## config.mk

```make
export PLATFORM = sky130hd
export DESIGN_NAME = down_counter_ld_flat
export DESIGN_NICKNAME = d
export VERILOG_FILES = /design/src/rtl/down_counter_ld_if.sv /design/src/rtl/down_counter_ld.sv /design/src/flat_wrapper.sv
export SDC_FILE = /design/constraint.sdc
export NUM_CORES = 1
export LEC_CHECK = 0
export CAP_MARGIN = 20
export CORE_MARGIN = 1.5
export CORE_UTILIZATION = 40
export CTS_CLUSTER_SIZE = 24
export DETAILED_ROUTE_END_ITERATION = 7
export PLACE_DENSITY = 0.69
export SYNTH_ARGS = -nofsm -noshare
export SYNTH_HDL_FRONTEND = slang
export SYNTH_SLANG_ARGS = --single-unit
```

## constraint.sdc

```tcl
create_clock -name CLK -period 4.2 [get_ports CLK]
set_clock_uncertainty 0.05 [all_clocks]
set_input_delay 0.84 -clock CLK [delete_from_list [all_inputs] [get_ports CLK]]
set_output_delay 0.84 -clock CLK [all_outputs]
set_load 0.01 [all_outputs]
```

## src/rtl/down_counter_ld_if.sv

```systemverilog
// Control/status bundle for the loadable down-counter: the sequencer side drives
// load/count requests, the counter side returns the count and its status flags.
interface down_counter_ld_if #(
    parameter int W = 3
);
    logic         LD;
    logic [W-1:0] DIN;
    logic         CNT;
    logic         RELOAD;
    logic [W-1:0] OUT;
    logic         ZERO;
    logic         BUSY;
    logic         DONE;
    logic         BORROW;

    modport master (
        output LD, DIN, CNT, RELOAD,
        input  OUT, ZERO, BUSY, DONE, BORROW
    );

    modport slave (
        input  LD, DIN, CNT, RELOAD,
        output OUT, ZERO, BUSY, DONE, BORROW
    );
endinterface

```

## src/rtl/down_counter_ld.sv

```systemverilog
// Loadable down-counter with IDLE/RUN control: counts an iteration budget down to
// zero, pulses DONE on completion, optionally reloads for back-to-back operations.
module down_counter_ld #(
    parameter int W = 3
) (
    input  logic               CLK,
    input  logic               RST,
    down_counter_ld_if.slave   bus
);
    typedef enum logic {
        IDLE = 1'b0,
        RUN  = 1'b1
    } state_t;

    localparam logic [W-1:0] ONE = W'(1);

    state_t       state_reg, state_next;
    logic [W-1:0] out_reg, out_next;
    logic [W-1:0] reload_reg, reload_next;
    logic         done_reg, done_next;
    logic         borrow_reg, borrow_next;

    always_ff @(posedge CLK) begin
        if (RST) begin
            state_reg  <= IDLE;
            out_reg    <= '0;
            reload_reg <= '0;
            done_reg   <= 1'b0;
            borrow_reg <= 1'b0;
        end else begin
            state_reg  <= state_next;
            out_reg    <= out_next;
            reload_reg <= reload_next;
            done_reg   <= done_next;
            borrow_reg <= borrow_next;
        end
    end

    always_comb begin
        state_next  = state_reg;
        out_next    = out_reg;
        reload_next = reload_reg;
        done_next   = 1'b0;
        borrow_next = 1'b0;

        if (bus.LD) begin
            // A zero-length operation completes on the load edge itself.
            out_next    = bus.DIN;
            reload_next = bus.DIN;
            if (bus.DIN != '0) begin
                state_next = RUN;
            end else begin
                state_next = IDLE;
                done_next  = 1'b1;
            end
        end else if (bus.CNT) begin
            case (state_reg)
                RUN: begin
                    if (out_reg > ONE) begin
                        out_next = out_reg - ONE;
                    end else begin
                        done_next = 1'b1;
                        if (bus.RELOAD) begin
                            out_next = reload_reg;
                        end else begin
                            out_next   = '0;
                            state_next = IDLE;
                        end
                    end
                end
                default: begin
                    // Counting while idle never wraps; it is only flagged.
                    borrow_next = 1'b1;
                end
            endcase
        end
    end

    assign bus.OUT    = out_reg;
    assign bus.ZERO   = (out_reg == '0);
    assign bus.BUSY   = (state_reg == RUN);
    assign bus.DONE   = done_reg;
    assign bus.BORROW = borrow_reg;
endmodule

```

## src/flat_wrapper.sv

```systemverilog
// flat-port wrapper written by rule: the top's interface ports become plain ports
module down_counter_ld_flat 
#(
    parameter int W = 3
)
  (CLK, RST, bus_LD, bus_DIN, bus_CNT, bus_RELOAD, bus_OUT, bus_ZERO, bus_BUSY, bus_DONE, bus_BORROW);
  down_counter_ld_if #(.W(W)) bus_i ();
  input  logic CLK;
  input  logic RST;
  input wire logic [$bits(bus_i.LD)-1:0] bus_LD;
  input wire logic [$bits(bus_i.DIN)-1:0] bus_DIN;
  input wire logic [$bits(bus_i.CNT)-1:0] bus_CNT;
  input wire logic [$bits(bus_i.RELOAD)-1:0] bus_RELOAD;
  output wire logic [$bits(bus_i.OUT)-1:0] bus_OUT;
  output wire logic [$bits(bus_i.ZERO)-1:0] bus_ZERO;
  output wire logic [$bits(bus_i.BUSY)-1:0] bus_BUSY;
  output wire logic [$bits(bus_i.DONE)-1:0] bus_DONE;
  output wire logic [$bits(bus_i.BORROW)-1:0] bus_BORROW;
  assign bus_i.LD = bus_LD;
  assign bus_i.DIN = bus_DIN;
  assign bus_i.CNT = bus_CNT;
  assign bus_i.RELOAD = bus_RELOAD;
  assign bus_OUT = bus_i.OUT;
  assign bus_ZERO = bus_i.ZERO;
  assign bus_BUSY = bus_i.BUSY;
  assign bus_DONE = bus_i.DONE;
  assign bus_BORROW = bus_i.BORROW;
  down_counter_ld #(.W(W)) u_core (.CLK(CLK), .RST(RST), .bus(bus_i));
endmodule
```

==> impl_metrics.sql <==
INSERT INTO impl_metrics (metric_group, metric, value, unit) VALUES
('timing', 'whs', '0.4566', 'ns'),
('timing', 'rsz0062_at_grt', 'false', ''),
('die', 'core-area', '1171', 'µm²'),
('synth', 'synth_area_per_cell', '8.717', 'µm²'),
('place', 'dp_hpwl', '759', 'µm'),
('routing', 'route.detailed.wl_per_inst', '11.27', 'µm'),
('critical_path', 'critPathRequiredTime', '3.31', 'ns'),
('critical_path', 'crit_family', 'buffers and inverters', ''),
('timing', 'setup_tns', '0', 'ns'),
('critical_path', 'timing.rr.start', 'u_core.bus.OUT[1]', ''),
('clocking', 'cts.repair.resized', '0', ''),
('synth', 'synth_fp_nets', '72', ''),
('clocking', 'hold_buffer_count_at_cts', '0', ''),
('clocking', 'total_clock_sinks', '9', ''),
('global_routing', 'grt_start_max_net_pins', '19', ''),
('synth', 'syn_inst', '61', ''),
('global_routing', 'groute.usage.overall', '17.42', '%'),
('global_routing', 'via_count_of_the_first_global_routing_pass', '436', ''),
('critical_path', 'critPathArrivalTime', '1.57', 'ns'),
('run', 'cap_violations', '0', ''),
('critical_path', 'critical_path.max_fanout', '6', ''),
('pwr', 'total_power', '0.0002213', 'W'),
('clocking', 'clk_latency', '0.26', 'ns'),
('die', 'boundaryPins', '15', ''),
('timing', 'fmaxAchievable', '406.1', 'MHz'),
('die', 'chipWidth', '39.46', 'µm'),
('cells_and_area', 'share_of_final_layout_standard_cells_stronger_than_drive_strength_1', '6.579', '%'),
('critical_path', 'timing.critical_path.to_type', 'output port', ''),
('timing', 'worstMarginPinSlew', '0.5893', 'ns'),
('routing', 'drt-initial-drc-count', '9', ''),
('synth', 'synth_enable_flop_cells', '0', ''),
('timing', 'min_period_over_period', '58.63', '%'),
('critical_path', 'critPathLaunch', 'u_core.bus.OUT[0]', ''),
('critical_path', 'timing.critical_path.cells', 'inv_1, ha_1, and2b_1, clkdlybuf4s50_1', ''),
('die', 'die_outline_area', '1557', 'µm²'),
('clocking', 'cts_tree', 'yes', ''),
('clocking', 'ctsLongestPathBuffers', '2', ''),
('cells_and_area', 'diodes', '0', ''),
('timing', 'final_hold_violations', '0', ''),
('cells_and_area', 'layout-area-overhead-vs-synth', '30.82', '%'),
('timing', 'max_slew_margin', '60.59', '%'),
('clocking', 'cts-root-buf', 'sky130_fd_sc_hd__clkbuf_4', ''),
('worst_hold_path', 'hold_path_startpoint', 'u_core.reload_reg[0]', ''),
('clocking', 'tritoncts_buffers', '3', ''),
('routing', 'via_count', '482', ''),
('routing', 'drc', '0', ''),
('die', 'floorplan.initialDensity', '45.41', '%'),
('pwr', 'leakagePower', '0.2764', 'nW'),
('timing', 'finalWorstPathRequiredPeriod', '2.463', 'ns'),
('timing', 'final_worst_setup_slack', '1.737', 'ns'),
('global_routing', 'grt_antenna_before_repair', '0', ''),
('clocking', 'cts_post_setup_buffers_inserted', '0', ''),
('synth', 'syn_area', '531.8', 'µm²'),
('clocking', 'ctsHtreeMaxLevel', '1', ''),
('critical_path', 'critPathKind', 'reg -> out', ''),
('timing', 'drv_slew', '0', ''),
('cells_and_area', 'design.final.nets', '88', ''),
('synth', 'yosys_most_used_dff', 'sky130_fd_sc_hd__dfxtp_1', ''),
('synth', 'yosys_register_bits', '9', ''),
('routing', 'route.antenna.remaining_nets', '0', ''),
('place', 'place_ws', '1.717', 'ns'),
('clocking', 'worst_setup_hold_path_clk_slew', '0.06', 'ns'),
('synth', 'yosysWarningCount', '0', ''),
('critical_path', 'crit_path_max_incr_delay', '0.46', 'ns'),
('critical_path', 'timing.critical_path.from_type', 'register', ''),
('routing', 'viasPerCell', '5.356', ''),
('synth', 'postSynth.asyncResetShare', '0', '%'),
('routing', 'totalWireLength', '1.014', 'mm'),
('routing', 'drt_pass1_iterations', '4', ''),
('critical_path', 'slowest_stage', 'sky130_fd_sc_hd__clkdlybuf4s50_1', ''),
('place', 'io_buffer_count', '14', ''),
('global_routing', 'grt_pass1_wl', '1.787', 'mm'),
('timing', 'setup_violations', '0', ''),
('place', 'post-place-cells', '86', ''),
('pwr', 'cellPowerDensity', '318.1', 'nW/µm²'),
('synth', 'synth.yosys.seq_area_share', '33.88', '%'),
('place', 'place_congestion', '0.8204', ''),
('status', 'run_status', 'finished, final reports clean', ''),
('synth', 'ys_types', '29', ''),
('die', 'chipHeight', '39.46', 'µm'),
('cells_and_area', 'instances_no_fill', '90', ''),
('global_routing', 'grt_overflow', '0', ''),
('die', 'rows', '12', ''),
('critical_path', 'cp_num_buf_inv', '2', ''),
('pwr', 'ir_worst_vdd', '0.1746', 'mV'),
('worst_hold_path', 'worst_hold_path_type', 'reg -> reg', '');
==> final timing paths <==
kind	to	slack, ns	depth (start not counted)
max	bus_ZERO	1.74	4
min	u_core.reload_reg[0]	0.46	2
max reg2reg	u_core.bus.OUT[2]	2.59	5
min reg2reg	u_core.reload_reg[0]	0.46	2
==> cells in the mapped netlist (all sizes together), types with 2 or more instances <==
master | count | area [µm²]
nand4 | 2 | 12.51
buf | 2 | 16.26
inv | 5 | 18.77
ha | 3 | 37.54
a31oi | 2 | 12.51
nor2 | 9 | 33.78
dfxtp | 9 | 180.2
nor4b | 2 | 17.52
a21oi | 5 | 25.02
mux2i | 3 | 30.03
nand2b | 2 | 12.51
==> layout by cell type, fill, tap and decap left out, drive strengths merged <==
master / n
a211o: 1
a211oi: 1
a21boi: 1
a21o: 1
a21oi: 5
a221o: 1
a311oi: 1
a31oi: 2
and2b: 1
and3b: 1
clkbuf: 4
clkdlybuf4s50: 14
dfxtp: 9
ha: 3
inv: 5
mux2i: 3
nand2: 1
nand2b: 2
nand3b: 1
nand4: 2
nor2: 9
nor2b: 1
nor3: 1
nor4b: 2
o21a: 1
o21bai: 1
o31a: 1
xnor2: 1
==> layer usage <==
layer | part of all wire [%] | track usage [%] | wire length, µm
met3 | 6.0 | 3.409 | 61
met2 | 46 | 25.41 | 468
met5 | 0 | 0 | 0
met4 | 2.4 | 12.93 | 24
met1 | 45 | 22.22 | 459
==> layout make-up <==
type	count	area, µm²
timing repair buffer	14	140.1
multi-input combinational	44	312.8
tap	14	17.52
clock buffer	4	26.28
fill	116	475.5
inverter	5	18.77
sequential	9	180.2
==> report_power, final <==
group          leakage, nW  switching (W)  internal, W
registers           0.0744     0.00000643    0.0000914
logic                0.187      0.0000260    0.0000321
clock network       0.0150      0.0000288    0.0000365
==> cells by family (layout without fill, tap and decap cells) <==
group,after synthesis,in the layout,synth area share (%)
buffers and inverters,8,23,7.293
AOI/OAI and AO/OA,16,16,22.82
xor gates and xnor gates,1,1,1.647
and+or+nand+nor,21,21,21.65
DFF,9,9,33.88
adders and majority gates,3,3,7.060
muxes,3,3,5.647
==> worst reg2reg max path, cell delays in order, from the launching register on <==
cell and delay (ns):
sky130_fd_sc_hd__dfxtp_1 0.40, sky130_fd_sc_hd__inv_1 0.11, sky130_fd_sc_hd__ha_1 0.20, sky130_fd_sc_hd__o21bai_2 0.25, sky130_fd_sc_hd__a211o_1 0.33, sky130_fd_sc_hd__a311oi_2 0.19
==> per-stage QoR <==
step | area (µm²) | utilization (%)
final | 695.7 | 59.40
after global routing | 695.7 | 59.40
after CTS | 695.7 | 59.40
after detailed placement | 669.4 | 57.16
after global placement | 669.4 | 57.16
after floorplan | 531.8 | -
Note: power is estimated with default switching activity, not from simulation.
